$ cat src/rtl/tetris_pkg.sv
// -----------------------------------------------------------------------------
// tetris_pkg
// Shared constants for the board datapath: board geometry, line-clear FSM state
// encoding and the per-run score table.
// No ports (package).
// -----------------------------------------------------------------------------
package tetris_pkg;

    localparam int BOARD_ROWS = 20;
    localparam int BOARD_COLS = 10;
    localparam int BOARD_BITS = BOARD_ROWS * BOARD_COLS;

    localparam logic [1:0] LC_IDLE = 2'd0;
    localparam logic [1:0] LC_SCAN = 2'd1;
    localparam logic [1:0] LC_DONE = 2'd2;

    typedef enum logic [1:0] {
        ST_IDLE = LC_IDLE,
        ST_SCAN = LC_SCAN,
        ST_DONE = LC_DONE
    } lc_state_t;

    localparam logic [11:0] SCORE_1 = 12'd100;
    localparam logic [11:0] SCORE_2 = 12'd300;
    localparam logic [11:0] SCORE_3 = 12'd500;
    localparam logic [11:0] SCORE_4 = 12'd800;

    // Points awarded for one run; four or more lines all score as a tetris.
    function automatic logic [11:0] score_for_lines(input logic [4:0] n);
        logic [11:0] s;
        case (n)
            5'd0:    s = 12'd0;
            5'd1:    s = SCORE_1;
            5'd2:    s = SCORE_2;
            5'd3:    s = SCORE_3;
            default: s = SCORE_4;
        endcase
        return s;
    endfunction

endpackage

$ cat src/rtl/lc_row_select.sv
// -----------------------------------------------------------------------------
// lc_row_select
// Combinational row multiplexer for the line-clear engine. Returns the COLS
// bits of row `ptr` and whether that row is completely filled. A pointer at or
// beyond ROWS selects nothing (row reads as zero, not full).
// Ports:
//   board  in  [0:ROWS*COLS-1]  board, row r at bits r*COLS .. r*COLS+COLS-1
//   ptr    in  [PTR_W-1:0]      row index (0 = bottom)
//   row    out [COLS-1:0]       row[c] = board[ptr*COLS + c]
//   full   out 1                all bits of the selected row are set
// -----------------------------------------------------------------------------
module lc_row_select
    import tetris_pkg::*;
#(
    parameter int ROWS  = BOARD_ROWS,
    parameter int COLS  = BOARD_COLS,
    parameter int PTR_W = 5
) (
    input  logic [0:ROWS*COLS-1] board,
    input  logic [PTR_W-1:0]     ptr,
    output logic [COLS-1:0]      row,
    output logic                 full
);

    always_comb begin
        row = '0;
        for (int r = 0; r < ROWS; r++) begin
            if (ptr == PTR_W'(r)) begin
                for (int c = 0; c < COLS; c++) begin
                    row[c] = board[r*COLS + c];
                end
            end
        end
    end

    assign full = (ptr < PTR_W'(ROWS)) && (&row);

endmodule

$ cat src/rtl/line_clear_engine.sv
// -----------------------------------------------------------------------------
// line_clear_engine
// Sequential line-clear stage between piece merge and the static board
// register. Removes every full row, one per clock, shifting the rows above
// down and filling zeros from the top. Reports the compacted board, the
// number of lines removed and a one-cycle done pulse.
//
// Optional feature: define LINE_CLEAR_SCORE_EN to register score_delta from
// the line count on entry to DONE. Without it score_delta is tied to zero.
//
// Ports:
//   clk          in  1                 system clock, rising edge
//   rst_n        in  1                 synchronous active-low reset
//   start        in  1                 run request, sampled only in IDLE
//   board_in     in  [0:ROWS*COLS-1]   merged board, row 0 at the bottom
//   busy         out 1                 state is not IDLE
//   done         out 1                 one-cycle pulse, results valid
//   board_out    out [0:ROWS*COLS-1]   working / compacted board
//   lines        out [4:0]             full rows removed in the last run
//   score_delta  out [11:0]            points for the last run
//
// state | meaning
// ------+----------------------------------------------------------------
// IDLE  | waiting for start; results of the previous run held
// SCAN  | ptr 0..ROWS-1: examine row ptr, clear it or advance;
//       | ptr == ROWS: scan exhausted, settle edge before DONE
// DONE  | done asserted for one cycle, then back to IDLE
// -----------------------------------------------------------------------------
module line_clear_engine
    import tetris_pkg::*;
#(
    parameter int ROWS = BOARD_ROWS,
    parameter int COLS = BOARD_COLS
) (
    input  logic                 clk,
    input  logic                 rst_n,
    input  logic                 start,
    input  logic [0:ROWS*COLS-1] board_in,
    output logic                 busy,
    output logic                 done,
    output logic [0:ROWS*COLS-1] board_out,
    output logic [4:0]           lines,
    output logic [11:0]          score_delta
);

    // ptr must be able to reach ROWS, which marks the end-of-scan settle edge.
    localparam int PTR_W = $clog2(ROWS + 1);

    lc_state_t             state_q, state_d;
    logic [0:ROWS*COLS-1]  board_q, board_d, board_shifted;
    logic [PTR_W-1:0]      ptr_q, ptr_d;
    logic [4:0]            lines_q, lines_d;
    logic [COLS-1:0]       cur_row;
    logic                  cur_full;
    logic                  scan_end;

    lc_row_select #(
        .ROWS  (ROWS),
        .COLS  (COLS),
        .PTR_W (PTR_W)
    ) u_row_select (
        .board (board_q),
        .ptr   (ptr_q),
        .row   (cur_row),
        .full  (cur_full)
    );

    assign scan_end = (ptr_q == PTR_W'(ROWS));

    // Drop row ptr: every row at or above it takes the row above; top row zeroed.
    always_comb begin
        board_shifted = board_q;
        for (int r = 0; r < ROWS; r++) begin
            if (PTR_W'(r) >= ptr_q) begin
                if (r == ROWS - 1) begin
                    board_shifted[r*COLS +: COLS] = '0;
                end else begin
                    board_shifted[r*COLS +: COLS] = board_q[(r+1)*COLS +: COLS];
                end
            end
        end
    end

    always_comb begin
        state_d = state_q;
        board_d = board_q;
        ptr_d   = ptr_q;
        lines_d = lines_q;
        busy    = (state_q != ST_IDLE);
        done    = (state_q == ST_DONE);
        case (state_q)
            ST_IDLE: begin
                if (start) begin
                    board_d = board_in;
                    ptr_d   = '0;
                    lines_d = '0;
                    state_d = ST_SCAN;
                end
            end
            ST_SCAN: begin
                if (scan_end) begin
                    state_d = ST_DONE;
                end else if (cur_full) begin
                    board_d = board_shifted;
                    lines_d = lines_q + 5'd1;
                end else begin
                    ptr_d = ptr_q + PTR_W'(1);
                end
            end
            ST_DONE: begin
                state_d = ST_IDLE;
            end
            default: begin
                state_d = ST_IDLE;
            end
        endcase
    end

    always_ff @(posedge clk) begin
        if (!rst_n) begin
            state_q <= ST_IDLE;
            board_q <= '0;
            ptr_q   <= '0;
            lines_q <= '0;
        end else begin
            state_q <= state_d;
            board_q <= board_d;
            ptr_q   <= ptr_d;
            lines_q <= lines_d;
        end
    end

    assign board_out = board_q;
    assign lines     = lines_q;

`ifdef LINE_CLEAR_SCORE_EN
    logic [11:0] score_q;

    // Line count is final by the settle edge, so latch the score there.
    always_ff @(posedge clk) begin
        if (!rst_n) begin
            score_q <= '0;
        end else if (state_q == ST_SCAN && scan_end) begin
            score_q <= score_for_lines(lines_q);
        end
    end

    assign score_delta = score_q;
`else
    assign score_delta = '0;
`endif

    logic unused_row;
    assign unused_row = ^cur_row;

endmodule
$ cat config.mk
export PLATFORM = sky130hd
export DESIGN_NAME = line_clear_engine
export DESIGN_NICKNAME = d
export VERILOG_FILES = /design/src/rtl/tetris_pkg.sv /design/src/rtl/lc_row_select.sv /design/src/rtl/line_clear_engine.sv
export SDC_FILE = /design/constraint.sdc
export NUM_CORES = 1
export LEC_CHECK = 0
export CELL_PAD_IN_SITES_DETAIL_PLACEMENT = 2
export CELL_PAD_IN_SITES_GLOBAL_PLACEMENT = 2
export CORE_MARGIN = 1
export CORE_UTILIZATION = 28
export CTS_CLUSTER_SIZE = 12
export DETAILED_ROUTE_END_ITERATION = 8
export PLACE_DENSITY = 0.82
export REMOVE_ABC_BUFFERS = 1
export SYNTH_ARGS = -nofsm -noshare
export SYNTH_HDL_FRONTEND = slang
export SYNTH_SLANG_ARGS = --single-unit
$ cat constraint.sdc
create_clock -name clk -period 9.29 [get_ports clk]
set_input_delay 0.929 -clock clk [delete_from_list [all_inputs] [get_ports clk]]
set_output_delay 0.929 -clock clk [all_outputs]
set_load 0.02 [all_outputs]
==> metrics.txt <==
H-tree depth 1; Post-Synthesis Cells 1501; Mapped Area 12600 um2; largest net degree at the start of global routing 172; crit end category register; worst skew pair latency 0.55 ns; async set-reset flop share out of synthesis 0%; Die W around 210 um; Syn Area/Cell between 8 and 9 um2; DP HPWL between 40 and 50 mm; WP data required 9.75 ns; DRC viols 0; Leak between 6 and 7 nW; PnR worst setup slack roughly 3.4 ns; fmax 171 MHz; Synth top area share between 30% and 40%; Pre-Repair DR Iteration Count 7; commonest non-fill, non-tap cell in the layout clkdlybuf4s50_1; gr usage total between 20% and 30%; post-place setup slack about 3.4 ns; vias in the first global route between 15000 and 20000; vias 14300; n_diodes 0; P&R area growth vs syn 41.2%; wire per inst 28.2 um; Post-DRT Antenna Nets 0; vias per cell between 5 and 6; final hold violation count 0; top_reg_cell synth dfxtp_1; RSZ-0062 raised after global routing false; Critical Path Source Type register; port bufs approximately 410; area leader, netlist dfxtp_1; Clock Pin Slew Worst Setup and Hold Paths 0.06 ns; sequential cell area fraction in the yosys report between 30% and 40%; DRT iter0 DRCs 990; r2r setup slk 3.43 ns; # nets final ~2000; die height 214 um; Root Buffer clkbuf_16; core region area about 44000 um2; Synth Warn # 0; max-cap viol count 0; Max FO, Critical Path 23; worst hold path type reg -> reg; Filler Cells Inserted roughly 5000; Final setup viols 0; Slew HR 15.3%; share of cells above drive strength 1 8.88%; Initial Util between 20% and 30%; Worst EP arrival roughly 6.3 ns; fin util about two fifths; Slew @ Worst Pin ~1.3 ns; DIE AREA 45900 um2; post-cts resize count 0; Unique masters post-synth between 80 and 90; GR Overflow Total 0; Max rail drop VDD roughly 0.00012 V; final WL between 60 and 70 mm; WS Path Type reg -> reg; most frequent cells in the layout 408 x clkdlybuf4s50_1, 251 x nor2_1, 211 x dfxtp_1, 132 x a21oi_1, 124 x o221a_1; power density cells roughly 170 nW/um2; TritonCTS Buffers 26; cell row count 77; top post-synthesis cells by area dfxtp_1 34%, o221a_1 11%, nor2_1 7.5%; clock sinks roughly 210; GP Congestion 0.844; Setup Skew roughly 0.011 ns; initial antenna violation count 2; Post CTS Setup Buffer Count 0; Post-synth EDFFs 0; period utilization roughly 63%; Ports about 420; first-pass GRT wire length slightly above 100 mm; final worst path period need a little under 6 ns; CTS tree done; final-report max-slew violation count 0; CTS Hold Buffers Added 0; CTS Buffer Depth 3; flops & latches, synth between 200 and 250; outcome completed
-- logic make-up (layout without fill, tap and decap cells) --
group | after synthesis | in the layout | synth area share, %
adders and majority gates | 4 | 4 | 0.397
AOI/OAI and AO/OA | 566 | 566 | 37.5
and+or+nand+nor | 522 | 522 | 20.5
buffers and inverters | 174 | 486 | 6.19
muxes | 22 | 22 | 1.75
DFF | 212 | 212 | 33.7
other | 1 | 12 | 0.0298
-- cell usage after synthesis (all sizes together) (22+ instances only) --
library cell and n:
nor2 262, dfxtp 212, o221a 175, a21oi 133
clkbuf 105, nand2 73, o22a 70, buf 62
o21ai 62, nor3 36, nand3 28, mux2i 22
-- power breakdown --
group          internal, mW  switching (mW)
Clock                 0.590           0.425
Sequential            0.999           0.160
Combinational         0.381           0.414
Total                  1.97           0.999
-- layout make-up --
type	count	area (um2)	share of cell area, %
clock buffer	36	749	4.21
clock inverter	10	85.1	0.478
inverter	7	26.3	0.148
multi-input combinational	1126	7660	43.1
sequential	212	4250	23.9
tap	592	741	4.16
timing repair buffer	433	4290	24.1
-- through the flow --
step / TNS [ns] / cell area [um2] / hold slack [ns] / std cells / total power [mW]
2_1_floorplan: -87.61 / 11900 / 0.550 / 1345 / 1.51
3_3_place_gp: 0 / 17000 / 0.478 / 2370 / 1.94
3_5_place_dp: 0 / 17000 / 0.494 / 2370 / 1.96
4_1_cts: 0 / 17800 / 0.503 / 2416 / 2.99
5_1_grt: 0 / 17800 / 0.533 / 2416 / 3.07
6_report: 0 / 17800 / 0.500 / 2416 / 2.97
-- flip-flops by register name, summed over array words and instances (netlist names) --
| name | count |
|---|---|
| board_out | 200 |
| lines | 5 |
| ptr_q | 5 |
| state_q | 2 |
-- layer usage --
metal  vias to the layer above  GRT usage (%)  part of all wire [%]
met4                         4           8.90                   3.0
met3                       123           4.60                   5.0
li1                       6389              -                     -
met2                       467           48.0                    48
met1                      7342           37.1                    44
met5                         -              0                 0.037
-- worst max-delay path, cell delays in order, from the launching register on --
cell	delay [ns]
dfxtp_1	0.76
ha_1	0.87
nor4bb_1	1.09
a31oi_1	0.10
nor3_1	0.23
a2111oi_0	0.17
a22oi_1	0.35
and4_4	0.30
a31oi_4	0.33
buf_4	0.38
nor3_2	0.88
mux2i_1	0.29
-- worst paths after layout --
path                                                  from                    endpoint  depth (start not counted)
worst min-delay path            board_out[45]$_SDFFE_PN0P_  board_out[45]$_SDFFE_PN0P_                          2
worst min register to register  board_out[45]$_SDFFE_PN0P_  board_out[45]$_SDFFE_PN0P_                          2
worst max-delay path                 ptr_q[1]$_SDFFE_PN0P_  board_out[40]$_SDFFE_PN0P_                         11
worst max register to register       ptr_q[1]$_SDFFE_PN0P_  board_out[40]$_SDFFE_PN0P_                         11
No activity file was read; power rests on OpenSTA's default activity.
